<file path="src/rtl/pc_ras_if.sv">
//------------------------------------------------------------------------------
// Module      : pc_ras_if
// Description : Fetch-side bus of the PC / return-address-stack unit.
//               master : fetch controller (drives IF, pc_cmd, pc_v)
//               slave  : pc_ras (drives i_address and the RAS status flags)
//               Signals:
//                 IF            fetch enable
//                 pc_cmd[2:0]   next-PC command
//                 pc_v          absolute target or signed relative offset
//                 i_address     current fetch address
//                 ras_count     number of valid RAS entries
//                 ras_empty     RAS holds no entries
//                 ras_full      RAS holds RAS_DEPTH entries
//                 ras_overflow  sticky: a push happened while full
//                 ras_underflow one-cycle pulse: pop attempted while empty
// Revision    : 1.0 - initial release
//------------------------------------------------------------------------------
`default_nettype none

interface pc_ras_if #(
    parameter int XLEN      = 32,
    parameter int RAS_DEPTH = 4
);
    logic                               IF;
    logic [2:0]                         pc_cmd;
    logic [XLEN-1:0]                    pc_v;
    logic [XLEN-1:0]                    i_address;
    logic [$clog2(RAS_DEPTH+1)-1:0]     ras_count;
    logic                               ras_empty;
    logic                               ras_full;
    logic                               ras_overflow;
    logic                               ras_underflow;

    modport master (
        output IF, pc_cmd, pc_v,
        input  i_address, ras_count, ras_empty, ras_full, ras_overflow, ras_underflow
    );

    modport slave (
        input  IF, pc_cmd, pc_v,
        output i_address, ras_count, ras_empty, ras_full, ras_overflow, ras_underflow
    );
endinterface

`default_nettype wire

</file>
<file path="src/rtl/pc_ras.sv">
//------------------------------------------------------------------------------
// Module      : pc_ras
// Description : Parametrised DLX fetch program counter with a circular
//               return-address stack. One command per enabled clock edge;
//               the resulting address appears on i_address one cycle later.
//               Ports:
//                 clk      system clock, rising edge
//                 reset_n  asynchronous active-low reset
//                 bus      pc_ras_if slave modport (command in, PC/RAS out)
// Revision    : 1.0 - initial release
//------------------------------------------------------------------------------
`default_nettype none

module pc_ras #(
    parameter int              XLEN        = 32,
    parameter logic [XLEN-1:0] RESET_VEC   = '0,
    parameter int              INSTR_BYTES = 4,
    parameter int              RAS_DEPTH   = 4
) (
    input  logic        clk,
    input  logic        reset_n,
    pc_ras_if.slave     bus
);

    localparam int              c_PTR_W      = $clog2(RAS_DEPTH);
    localparam int              c_CNT_W      = $clog2(RAS_DEPTH + 1);
    localparam logic [XLEN-1:0] c_ALIGN_MASK = ~(XLEN'(INSTR_BYTES - 1));
    localparam logic [c_CNT_W-1:0] c_CNT_FULL = c_CNT_W'(RAS_DEPTH);

    localparam logic [2:0] c_CMD_SEQ    = 3'b000;
    localparam logic [2:0] c_CMD_HOLD   = 3'b001;
    localparam logic [2:0] c_CMD_JUMP   = 3'b010;
    localparam logic [2:0] c_CMD_BRANCH = 3'b011;
    localparam logic [2:0] c_CMD_CALL   = 3'b100;
    localparam logic [2:0] c_CMD_RET    = 3'b101;
    localparam logic [2:0] c_CMD_CALLR  = 3'b110;

    logic [XLEN-1:0]    r_pc;
    logic [c_PTR_W-1:0] r_tp;
    logic [c_CNT_W-1:0] r_cnt;
    logic               r_ovf;
    logic               r_unf;
    logic [XLEN-1:0]    r_mem [RAS_DEPTH];

    logic [XLEN-1:0]    w_seq;
    logic [XLEN-1:0]    w_top;
    logic [XLEN-1:0]    w_next;
    logic [XLEN-1:0]    w_target;
    logic               w_push;
    logic               w_pop;
    logic               w_empty;
    logic               w_full;

    assign w_seq    = r_pc + XLEN'(INSTR_BYTES);
    assign w_top    = r_mem[r_tp - c_PTR_W'(1)];
    assign w_empty  = (r_cnt == '0);
    assign w_full   = (r_cnt == c_CNT_FULL);
    // Every path goes through the mask; seq/hold/popped values are already
    // aligned, so only pc_v-derived targets are actually affected.
    assign w_target = w_next & c_ALIGN_MASK;

    always_comb begin
        w_next = w_seq;
        w_push = 1'b0;
        w_pop  = 1'b0;
        case (bus.pc_cmd)
            c_CMD_SEQ:    w_next = w_seq;
            c_CMD_HOLD:   w_next = r_pc;
            c_CMD_JUMP:   w_next = bus.pc_v;
            c_CMD_BRANCH: w_next = r_pc + bus.pc_v;
            c_CMD_CALL: begin
                w_next = bus.pc_v;
                w_push = 1'b1;
            end
            c_CMD_RET: begin
                w_pop  = 1'b1;
                w_next = w_empty ? w_seq : w_top;
            end
            c_CMD_CALLR: begin
                w_next = r_pc + bus.pc_v;
                w_push = 1'b1;
            end
            default:      w_next = w_seq;
        endcase
    end

    always_ff @(posedge clk or negedge reset_n) begin
        if (!reset_n) begin
            r_pc  <= RESET_VEC;
            r_tp  <= '0;
            r_cnt <= '0;
            r_ovf <= 1'b0;
            r_unf <= 1'b0;
        end else begin
            r_unf <= 1'b0;
            if (bus.IF) begin
                r_pc <= w_target;
                if (w_push) begin
                    // Pointer width equals log2(RAS_DEPTH), so +1 wraps for
                    // free; a push while full silently recycles the oldest slot.
                    r_tp <= r_tp + c_PTR_W'(1);
                    if (w_full) begin
                        r_ovf <= 1'b1;
                    end else begin
                        r_cnt <= r_cnt + c_CNT_W'(1);
                    end
                end else if (w_pop) begin
                    if (w_empty) begin
                        r_unf <= 1'b1;
                    end else begin
                        r_tp  <= r_tp - c_PTR_W'(1);
                        r_cnt <= r_cnt - c_CNT_W'(1);
                    end
                end
            end
        end
    end

    // Storage needs no reset; validity is tracked by r_cnt alone.
    always_ff @(posedge clk) begin
        if (bus.IF && w_push) begin
            r_mem[r_tp] <= w_seq;
        end
    end

    assign bus.i_address     = r_pc;
    assign bus.ras_count     = r_cnt;
    assign bus.ras_empty     = w_empty;
    assign bus.ras_full      = w_full;
    assign bus.ras_overflow  = r_ovf;
    assign bus.ras_underflow = r_unf;

endmodule

`default_nettype wire

</file>
<file path="src/flat_wrapper.sv">
// flat-port wrapper written by rule: the top's interface ports become plain ports
module pc_ras_flat 
#(
    parameter int              XLEN        = 32,
    parameter logic [XLEN-1:0] RESET_VEC   = '0,
    parameter int              INSTR_BYTES = 4,
    parameter int              RAS_DEPTH   = 4
)
  (clk, reset_n, bus_IF, bus_pc_cmd, bus_pc_v, bus_i_address, bus_ras_count, bus_ras_empty, bus_ras_full, bus_ras_overflow, bus_ras_underflow);
  pc_ras_if #(.XLEN(XLEN), .RAS_DEPTH(RAS_DEPTH)) bus_i ();
  input  logic clk;
  input  logic reset_n;
  input wire logic [$bits(bus_i.IF)-1:0] bus_IF;
  input wire logic [$bits(bus_i.pc_cmd)-1:0] bus_pc_cmd;
  input wire logic [$bits(bus_i.pc_v)-1:0] bus_pc_v;
  output wire logic [$bits(bus_i.i_address)-1:0] bus_i_address;
  output wire logic [$bits(bus_i.ras_count)-1:0] bus_ras_count;
  output wire logic [$bits(bus_i.ras_empty)-1:0] bus_ras_empty;
  output wire logic [$bits(bus_i.ras_full)-1:0] bus_ras_full;
  output wire logic [$bits(bus_i.ras_overflow)-1:0] bus_ras_overflow;
  output wire logic [$bits(bus_i.ras_underflow)-1:0] bus_ras_underflow;
  assign bus_i.IF = bus_IF;
  assign bus_i.pc_cmd = bus_pc_cmd;
  assign bus_i.pc_v = bus_pc_v;
  assign bus_i_address = bus_i.i_address;
  assign bus_ras_count = bus_i.ras_count;
  assign bus_ras_empty = bus_i.ras_empty;
  assign bus_ras_full = bus_i.ras_full;
  assign bus_ras_overflow = bus_i.ras_overflow;
  assign bus_ras_underflow = bus_i.ras_underflow;
  pc_ras #(.XLEN(XLEN), .RESET_VEC(RESET_VEC), .INSTR_BYTES(INSTR_BYTES), .RAS_DEPTH(RAS_DEPTH)) u_core (.clk(clk), .reset_n(reset_n), .bus(bus_i));
endmodule
</file>
<file path="config.mk">
export PLATFORM = sky130hd
export DESIGN_NAME = pc_ras_flat
export DESIGN_NICKNAME = d
export VERILOG_FILES = /design/src/rtl/pc_ras_if.sv /design/src/rtl/pc_ras.sv /design/src/flat_wrapper.sv
export SDC_FILE = /design/constraint.sdc
export NUM_CORES = 1
export LEC_CHECK = 0
export BUFFER_PORTS_ARGS = -buffer_cell sky130_fd_sc_hd__buf_2
export CAP_MARGIN = 10
export CORE_ASPECT_RATIO = 0.8
export CORE_MARGIN = 8
export CORE_UTILIZATION = 40
export CTS_BUF_LIST = sky130_fd_sc_hd__clkbuf_2
export CTS_CLUSTER_DIAMETER = 50
export DETAILED_ROUTE_END_ITERATION = 10
export GPL_ROUTABILITY_DRIVEN = 1
export PLACE_DENSITY_LB_ADDON = 0.15
export SETUP_SLACK_MARGIN = 0.1
export SYNTH_ARGS = -nofsm -noshare
export SYNTH_HDL_FRONTEND = slang
export SYNTH_SLANG_ARGS = --single-unit
</file>
<file path="constraint.sdc">
create_clock -name clk -period 3.05 [get_ports clk]
set_input_delay 0.61 -clock clk [delete_from_list [all_inputs] [get_ports clk]]
set_output_delay 0.61 -clock clk [all_outputs]
set_load 0.02 [all_outputs]
</file>
==> results of run 1 <==
## report_power, final
part / switching [mW] / total [mW] / internal (mW) / leakage [nW]
Combinational: 2.47 / 4.35 / 1.87 / 2.42
Clock: 0.913 / 1.19 / 0.280 / 0.151
Sequential: 0.204 / 2.93 / 2.72 / 1.52
## cells by family after synthesis
logic type / Yosys count / share of synthesized area (%)
flip-flops: 157 / 52.2
AO/OA/AOI/OAI: 188 / 15.2
XOR/XNOR: 52 / 5.25
buffers and inverters: 57 / 2.62
other: 1 / 0.0432
multiplexers: 32 / 8.05
AND/OR/NAND/NOR: 200 / 11.3
adder cells (fa/ha/maj): 36 / 5.36
## worst paths after layout
check | startpoint | endpoint | slack [ns] | cells after the start
hold reg to reg | u_core.bus.ras_overflow | u_core.bus.ras_overflow | 0.51 | 1
setup reg to reg | u_core.bus.i_address[2] | u_core.bus.i_address[28] | 0.12 | 11
hold / removal | bus_IF | u_core.bus.ras_underflow | 0.20 | 2
min in group asynchronous | reset_n | u_core.bus.i_address[2] | 0.30 | 2
max in group asynchronous | reset_n | u_core.bus.i_address[23] | 1.95 | 3
setup / recovery | u_core.bus.i_address[2] | u_core.bus.i_address[28] | 0.12 | 11
## cells in the mapped netlist, types with 19 or more instances
library cell / number / area, sq um
a21oi_1: 41 / 205
a221oi_1: 23 / 201
clkbuf_1: 24 / 90.1
dfrtp_1: 37 / 926
edfxtp_1: 120 / 3600
ha_1: 34 / 425
inv_1: 22 / 82.6
mux4_2: 30 / 676
nand2_1: 53 / 199
nor2_1: 56 / 210
o21ai_0: 25 / 125
xnor2_1: 33 / 289
xor2_1: 19 / 166
## metal layers
metal	vias to the layer above	routed length, um	track usage (%)
li1	3163	-	-
met1	3476	13200	29.3
met2	229	11700	30.0
met3	21	1650	3.75
met4	0	306	5.03
met5	-	0	0
## critical path, cell delays in order, from the launching register on
cell,delay (ns)
dfrtp_1,0.47
ha_2,0.21
inv_2,0.06
fa_2,0.22
nor2b_2,0.05
o31a_1,0.26
o31a_1,0.27
a221o_2,0.45
a21oi_4,0.23
nor3_2,0.06
o31a_1,0.31
o31ai_1,0.24
## flip-flops by register name, summed over array words and instances (netlist names)
signal and count:
u_core.bus.ras_underflow 1, u_core.bus.i_address 30, u_core.r_mem 120, u_core.r_tp 2, u_core.bus.ras_count 3, u_core.bus.ras_overflow 1
## layout by cell type, fill, tap and decap left out, types with 4 or more instances in the layout
cell type  count
nor3_1        13
and2_1         6
o21ai_0       25
a21oi_1       32
nand4_1        7
buf_2         72
inv_1         20
buf_12         5
o21a_1        10
and3_1        16
o31a_1         4
nand2_1       53
nor2_1        55
buf_4        106
a211oi_1       5
xnor2_1       33
a221oi_1      23
a221o_1       10
xor2_1        19
a21o_1        13
a31oi_1        8
a21oi_2        8
and4_1         5
clkbuf_2      17
dfrtp_1       36
o22ai_1        5
o211ai_1       4
mux4_2        30
edfxtp_1     120
ha_1          31
inv_8          4
nand3_1       16
inv_6          6
## final cells by class
cell class,instances,area share [%]
sequential,157,42.7
multi-input combinational,510,38.9
timing repair buffer,185,12.0
tap,275,3.24
clock inverter,15,1.54
clock buffer,17,0.802
inverter,22,0.778
antenna,2,0.0471
## timing repair
item                       CTS  global route
setup endpoints to repair    3            10
setup buffers                3             3
hold buffers                 1             0
pin swaps                    7            15
hold endpoints to repair    16             0
gates resized for setup      8            25
## metrics by stage
stage / instances / hold slack, ns / cell area [sq um] / utilization, % / setup slack, ns
after floorplan: 724 / 0.314 / 8720 / - / 0.120
final: 1183 / 0.196 / 10600 / 49.5 / 0.117
after global placement: 1142 / 0.447 / 10200 / 47.4 / -0.386
after detailed placement: 1142 / 0.459 / 10200 / 47.4 / -0.375
after global routing: 1183 / 0.116 / 10600 / 49.5 / 0.0169
after CTS: 1178 / 0.115 / 10500 / 48.9 / 0.0604
==> results.py, run 1 <==
metrics = {
    "cts": {
        "clockBufferDepth": 2,
        "htreeDepth": 4,
        "cts.sinks": 157,
        "numCtsBuffers": 17,
        "cts_tree": "done",
        "cts_root_buf": "clkbuf_2",
        "cts.reportedPaths.clkPinSlew_ns": 0.30,
        "clock_latency_ns": 0.76,
    },
    "routing": {
        "first_pass_iters": 7,
        "postRouteWirelength_mm": 26.9,
        "routed_via_density": 5.82,
        "drtIter0Drc": 665,
        "antenna_left": 0,
        "drc": 0,
        "dr_total_vias": 6889,
        "wire_per_inst_um": 22.7,
    },
    "synthesis": {
        "synth.cell_area_sq_mm": 0.00868,
        "syn_area_per_cell_sq_um": 12.0,
        "synth_ff_type": "edfxtp_1",
        "synth_edf_count": 120,
        "yosysWarnings": 0,
        "ys_ff_latch": 157,
        "async_flop_share_pct": 23.6,
        "synth_cells": 723,
        "ys_types": 67,
        "yosysSeqAreaShare_pct": 52.2,
    },
    "floorplanning": {
        "dieArea_sq_mm": 0.0267,
        "die_w_um": 181,
        "ios": 77,
        "num_rows": 48,
        "fp.dieH_um": 148,
        "start_util_pct": 40.5,
        "core-area_sq_mm": 0.0214,
    },
    "placed_design": {
        "gp_congestion": 0.923,
        "post-dp-hpwl_mm": 18.5,
        "port_buffers": 72,
    },
    "global_route": {
        "antenna_found_initial": 1,
        "grt_max_degree": 31,
        "grt_first_pass_wirelength_mm": 40.9,
        "grt_pass1_vias": 6910,
        "grtUsageTotal_pct": 20.0,
        "overflow": 0,
    },
    "finish": {
        "fillCellCount": 1935,
        "multi_input_area_sq_mm": 0.00413,
        "seq_area_sq_mm": 0.00453,
        "areaGrowthSynthToFinish_pct": 22.3,
        "fin_nets": 967,
        "drive_above_1_share_pct": 32.2,
    },
    "sta": {
        "fin_skew_ns": 0.0412,
        "worst_pin_slew_ns": 0.733,
        "fin_crit_sh_pct": 96.2,
        "drv_slew": 0,
        "relSlewSlack_pct": 51.1,
        "tns_ns": 0,
        "rsz0062_at_grt": "true",
        "fin_crit_ns": 2.93,
        "hold_viol": 0,
        "setup_violations": 0,
        "fmax_mhz": 341,
    },
    "worst_setup_path": {
        "crit_required_ns": 3.73,
        "cp_max_fo": 5,
        "end_kind": "register",
        "worst-setup-path-type": "register to register",
        "worstSetupStartpointType": "register",
        "cp.arrival_ns": 3.61,
    },
    "power_and_ir_drop": {
        "powerDensity_mw_per_mm2": 798,
        "power_mw": 8.47,
        "leakagePower_nw": 4.09,
        "vdd_drop_max_mv": 0.359,
    },
    "status": {
        "status": "finished clean",
    },
    "flow_run": {
        "cap_viol_max_count": 0,
    },
    "min_path": {
        "hold_class": "input pin to register",
    },
}
Note: power is estimated with default switching activity, not from simulation.
==> run 2: changes to the inputs <==
--- a/config.mk
+++ b/config.mk
@@ -14,6 +14,7 @@
 export CTS_CLUSTER_DIAMETER = 50
 export DETAILED_ROUTE_END_ITERATION = 10
 export GPL_ROUTABILITY_DRIVEN = 1
+export GPL_TIMING_DRIVEN = 0
 export PLACE_DENSITY_LB_ADDON = 0.15
 export SETUP_SLACK_MARGIN = 0.1
 export SYNTH_ARGS = -nofsm -noshare
==> constraint.sdc (replaced) <==
create_clock -name clk -period 2.67 [get_ports clk]
set_input_delay 0.534 -clock clk [delete_from_list [all_inputs] [get_ports clk]]
set_output_delay 0.534 -clock clk [all_outputs]
set_load 0.02 [all_outputs]
==> results.py, run 2 (same netlist as run 1, synthesis figures left out) <==
metrics = {
    "global_route": {
        "grtUsageTotal_pct": 20.9,
        "grt_pass1_vias": 6802,
        "grt_first_pass_wirelength_mm": 42.0,
        "antenna_found_initial": 2,
        "grt_max_degree": 38,
        "overflow": 0,
    },
    "placed_design": {
        "port_buffers": 69,
        "place_inst": 1069,
        "gp_congestion": 0.939,
        "post-dp-hpwl_mm": 19.5,
        "pre_cts_ws_ns": -0.663,
    },
    "floorplanning": {
        "dieArea_sq_mm": 0.0267,
        "start_util_pct": 40.5,
        "ios": 77,
        "core-area_sq_mm": 0.0214,
        "die_w_um": 181,
        "num_rows": 48,
        "fp.dieH_um": 148,
    },
    "sta": {
        "fin_crit_sh_pct": 110,
        "whs_ns": 0.117,
        "fin_skew_ns": 0.0531,
        "relSlewSlack_pct": 26.2,
        "worst_pin_slew_ns": 1.11,
        "hold_viol": 0,
        "fin_ws_ns": -0.258,
        "fin_crit_ns": 2.93,
        "setup_violations": 10,
        "drv_slew": 0,
        "rsz0062_at_grt": "true",
        "tns_ns": -1.35,
        "fmax_mhz": 341,
    },
    "finish": {
        "seq_area_sq_mm": 0.00455,
        "drive_above_1_share_pct": 36.1,
        "mostFrequentLayoutCells": "120 x edfxtp_1, 72 x buf_2, 53 x nor2_1",
        "areaGrowthSynthToFinish_pct": 24.6,
        "fillCellCount": 1886,
        "layout.cells.non_filler": 1158,
        "multi_input_area_sq_mm": 0.00450,
        "layout_commonest_cell": "edfxtp_1",
        "largest_register_ffs": 120,
        "fin_nets": 943,
        "top_register": "u_core.r_mem",
    },
    "cts": {
        "numCtsBuffers": 17,
        "cts.sinks": 157,
        "cts_root_buf": "clkbuf_2",
        "clockBufferDepth": 2,
        "clock_latency_ns": 0.76,
        "cts.reportedPaths.clkPinSlew_ns": 0.31,
        "htreeDepth": 4,
        "cts_tree": "done",
    },
    "power_and_ir_drop": {
        "power_mw": 10.4,
        "powerDensity_mw_per_mm2": 963,
        "leakagePower_nw": 3.98,
        "vdd_drop_max_mv": 0.380,
    },
    "worst_setup_path": {
        "cp.arrival_ns": 3.57,
        "crit_required_ns": 3.31,
        "worstSetupStartpointType": "register",
        "cp_max_fo": 5,
        "end_kind": "register",
        "worst-setup-path-type": "register to register",
    },
    "routing": {
        "first_pass_iters": 5,
        "wire_per_inst_um": 24.6,
        "drtIter0Drc": 670,
        "routed_via_density": 6.08,
        "drc": 0,
        "postRouteWirelength_mm": 28.5,
        "dr_total_vias": 7040,
        "antenna_left": 0,
    },
    "min_path": {
        "hold_class": "input pin to register",
    },
    "status": {
        "status": "finished with violations",
        "failed_checks": "setup timing",
    },
    "flow_run": {
        "cap_viol_max_count": 0,
    },
}
## run 2: cell types whose count changed in the layout (fill, tap and decap cells not counted), moves of 11 or more
cell and delta:
ha_1 -14, dfrtp_2 +18, dfrtp_1 -18, buf_4 -54, clkbuf_1 +16, ha_4 +11
## run 2: repair_timing
action,4_1_cts,5_1_grt
pin swaps,21,27
buffers inserted,30,25
hold buffers,1,0
hold endpoints to repair,37,0
endpoints found under the setup margin,45,59
gates resized for setup,67,56
## run 2: critical path: stages (launching register included)
cell,delay [ns]
dfrtp_2,0.51
buf_4,0.15
inv_2,0.06
fa_2,0.23
nor2b_2,0.05
o31a_1,0.26
o31a_1,0.27
a221o_2,0.42
a311o_1,0.39
xor2_1,0.16
a221oi_2,0.24
nor2_1,0.07
## run 2: area by class of cell
class,count,area share [%]
antenna,1,0.0231
buffer,35,2.44
clock buffer,17,0.787
clock inverter,15,1.61
inverter,22,0.787
multi-input combinational,510,41.6
sequential,157,42.1
tap,275,3.18
timing repair buffer,126,7.46
## run 2: routing by layer
| layer | share of wire, % | up-vias | track usage [%] | routed length, um |
|---|---|---|---|---|
| li1 | - | 3117 | - | - |
| met1 | 45 | 3567 | 29.7 | 12800 |
| met2 | 46 | 317 | 31.7 | 13000 |
| met3 | 7.8 | 37 | 4.44 | 2220 |
| met4 | 1.7 | 2 | 5.90 | 494 |
| met5 | 0.046 | - | 0 | 13 |
## run 2: per-stage QoR
step	instance area (sq um)	utilization (%)
floorplan	8840	-
global placement	9530	44.5
detailed placement	9550	44.5
CTS	10400	48.4
global route	10800	50.4
finish	10800	50.4
## run 2: power by group
part           internal [mW]  switching (mW)
clock network          0.322            1.06
registers               3.13           0.300
logic                   2.55            3.06
total                   6.00            4.41
## run 2: worst paths after layout
path                                               from                        to  slack (ns)  cells past startpoint
worst min-delay path                        bus_pc_v[7]   u_core.bus.i_address[7]        0.12                      3
min in group asynchronous                       reset_n  u_core.bus.i_address[13]        0.48                      2
worst min register to register  u_core.bus.ras_overflow   u_core.bus.ras_overflow        0.52                      1
max in group asynchronous                       reset_n  u_core.bus.i_address[18]        1.40                      2
worst max register to register  u_core.bus.i_address[3]  u_core.bus.i_address[18]       -0.26                     11
worst max-delay path            u_core.bus.i_address[3]  u_core.bus.i_address[18]       -0.26                     11
==> run 3: changes to the inputs <==
--- a/config.mk
+++ b/config.mk
@@ -12,10 +12,12 @@
 export CORE_UTILIZATION = 40
 export CTS_BUF_LIST = sky130_fd_sc_hd__clkbuf_2
 export CTS_CLUSTER_DIAMETER = 50
+export CTS_CLUSTER_SIZE = 25
 export DETAILED_ROUTE_END_ITERATION = 10
 export GPL_ROUTABILITY_DRIVEN = 1
 export GPL_TIMING_DRIVEN = 0
 export PLACE_DENSITY_LB_ADDON = 0.15
+export RECOVER_POWER = 100
 export SETUP_SLACK_MARGIN = 0.1
 export SYNTH_ARGS = -nofsm -noshare
 export SYNTH_HDL_FRONTEND = slang
==> constraint.sdc (replaced) <==
create_clock -name clk -period 2.67 [get_ports clk]
set_input_delay 0.267 -clock clk [delete_from_list [all_inputs] [get_ports clk]]
set_output_delay 0.267 -clock clk [all_outputs]
set_load 0.02 [all_outputs]
==> results.py, run 3 (same netlist as run 1, synthesis figures left out) <==
metrics = {
    "status": {
        "status": "finished with violations",
        "failed_checks": "hold timing, setup timing",
    },
    "sta": {
        "fin_crit_sh_pct": 110,
        "fmax_mhz": 340,
        "fin_skew_ns": 0.0270,
        "setup_violations": 10,
        "hold_viol": 1,
        "fin_crit_ns": 2.94,
        "fin_ws_ns": -0.274,
        "rsz0062_at_grt": "true",
        "whs_ns": -0.0603,
        "worst_pin_slew_ns": 1.22,
        "drv_slew": 0,
        "relSlewSlack_pct": 18.5,
    },
    "worst_setup_path": {
        "cp.arrival_ns": 3.61,
        "worst-setup-path-type": "register to register",
        "worstSetupStartpointType": "register",
        "crit_required_ns": 3.34,
        "cp_max_fo": 5,
        "end_kind": "register",
    },
    "cts": {
        "cts.sinks": 157,
        "cts_tree": "done",
        "cts_root_buf": "clkbuf_2",
        "htreeDepth": 4,
        "cts.reportedPaths.clkPinSlew_ns": 0.26,
        "clock_latency_ns": 0.75,
        "hold_buffers": 30,
        "clockBufferDepth": 2,
        "numCtsBuffers": 17,
    },
    "finish": {
        "top_register": "u_core.r_mem",
        "fillCellCount": 1884,
        "fin_nets": 981,
        "seq_area_sq_mm": 0.00455,
        "drive_above_1_share_pct": 34.1,
        "largest_register_ffs": 120,
        "layout.cells.non_filler": 1196,
        "multi_input_area_sq_mm": 0.00454,
        "layout_commonest_cell": "edfxtp_1",
        "mostFrequentLayoutCells": "120 x edfxtp_1, 63 x buf_2, 53 x nor2_1, 53 x nand2_1, 45 x buf_4",
        "areaGrowthSynthToFinish_pct": 30.6,
    },
    "routing": {
        "wire_per_inst_um": 24.3,
        "postRouteWirelength_mm": 29.1,
        "dr_total_vias": 7156,
        "antenna_left": 0,
        "drc": 0,
        "first_pass_iters": 7,
        "routed_via_density": 5.98,
        "drtIter0Drc": 747,
    },
    "flow_run": {
        "cap_viol_max_count": 0,
    },
    "placed_design": {
        "post-dp-hpwl_mm": 20.1,
        "port_buffers": 69,
        "gp_congestion": 0.942,
        "place_inst": 1074,
    },
    "global_route": {
        "antenna_found_initial": 1,
        "grt_max_degree": 38,
        "grt_pass1_vias": 7086,
        "overflow": 0,
        "grtUsageTotal_pct": 21.5,
        "grt_first_pass_wirelength_mm": 43.2,
    },
    "power_and_ir_drop": {
        "vdd_drop_max_mv": 0.362,
        "leakagePower_nw": 4.22,
        "powerDensity_mw_per_mm2": 976,
    },
    "floorplanning": {
        "start_util_pct": 40.5,
        "ios": 77,
        "num_rows": 48,
        "fp.dieH_um": 148,
        "die_w_um": 181,
        "dieArea_sq_mm": 0.0267,
        "core-area_sq_mm": 0.0214,
    },
    "min_path": {
        "hold_class": "input pin to register",
    },
}
-- run 3: stage by stage --
step	setup WS, ns	power, mW	TNS (ns)	cell area, sq um	utilization [%]
detailed placement	-0.648	7.94	-15.20	9690	45.2
global route	-0.353	11.6	-1.78	11300	52.9
CTS	-0.313	10.1	-1.90	10800	50.4
finish	-0.274	11.1	-1.08	11300	52.9
global placement	-0.861	7.82	-67.42	9550	44.5
floorplan	-0.103	6.52	-0.195	8860	-
-- run 3: per-layer routing --
| layer | track usage [%] | vias up | routed length [um] |
|---|---|---|---|
| met3 | 3.61 | 38 | 2350 |
| met4 | 6.31 | 0 | 542 |
| met1 | 31.0 | 3583 | 13300 |
| li1 | - | 3183 | - |
| met2 | 32.7 | 352 | 12900 |
| met5 | 0 | - | 0 |
-- run 3: final cells by class --
| cell class | instances | share of cell area (%) |
|---|---|---|
| Antenna cell | 1 | 0.0221 |
| Inverter | 22 | 0.861 |
| Timing Repair Buffer | 165 | 11.3 |
| Clock inverter | 15 | 1.56 |
| Buffer | 34 | 2.25 |
| Multi-Input combinational cell | 510 | 40.1 |
| Sequential cell | 157 | 40.2 |
| Tap cell | 275 | 3.04 |
| Clock buffer | 17 | 0.751 |
-- run 3: worst paths after layout --
| kind | from | end | slack, ns | cells after the start |
|---|---|---|---|---|
| min in group asynchronous | reset_n | u_core.bus.i_address[29] | 0.26 | 2 |
| min | bus_pc_v[5] | u_core.bus.i_address[5] | -0.06 | 3 |
| min reg2reg | u_core.bus.ras_overflow | u_core.bus.ras_overflow | 0.50 | 1 |
| max | u_core.bus.i_address[5] | u_core.bus.i_address[29] | -0.27 | 9 |
| max in group asynchronous | reset_n | u_core.bus.i_address[11] | 1.58 | 2 |
| max reg2reg | u_core.bus.i_address[5] | u_core.bus.i_address[29] | -0.27 | 9 |
-- run 3: what timing repair did --
item | in CTS | in global routing
hold endpoints to repair | 70 | 1
pin swaps | 18 | 46
resized for setup | 60 | 78
cloned | 0 | 1
buffers inserted | 32 | 29
endpoints found under the setup margin | 55 | 48
-- run 3: worst max-delay path: stages, from the launching register on --
cell and delay, ns:
dfrtp_2 0.50, ha_4 0.24, a21o_1 0.18, a21oi_4 0.18, a211oi_2 0.11, o2111ai_2 0.24, nand3_2 0.13, a2111oi_4 0.43
mux2_4 0.33, or4_1 0.50
-- run 3: report_power, final --
| group | leakage, nW | internal [mW] | switching [mW] |
|---|---|---|---|
| clock network | 0.156 | 0.470 | 0.966 |
| logic | 2.56 | 2.94 | 3.25 |
| registers | 1.50 | 3.13 | 0.302 |
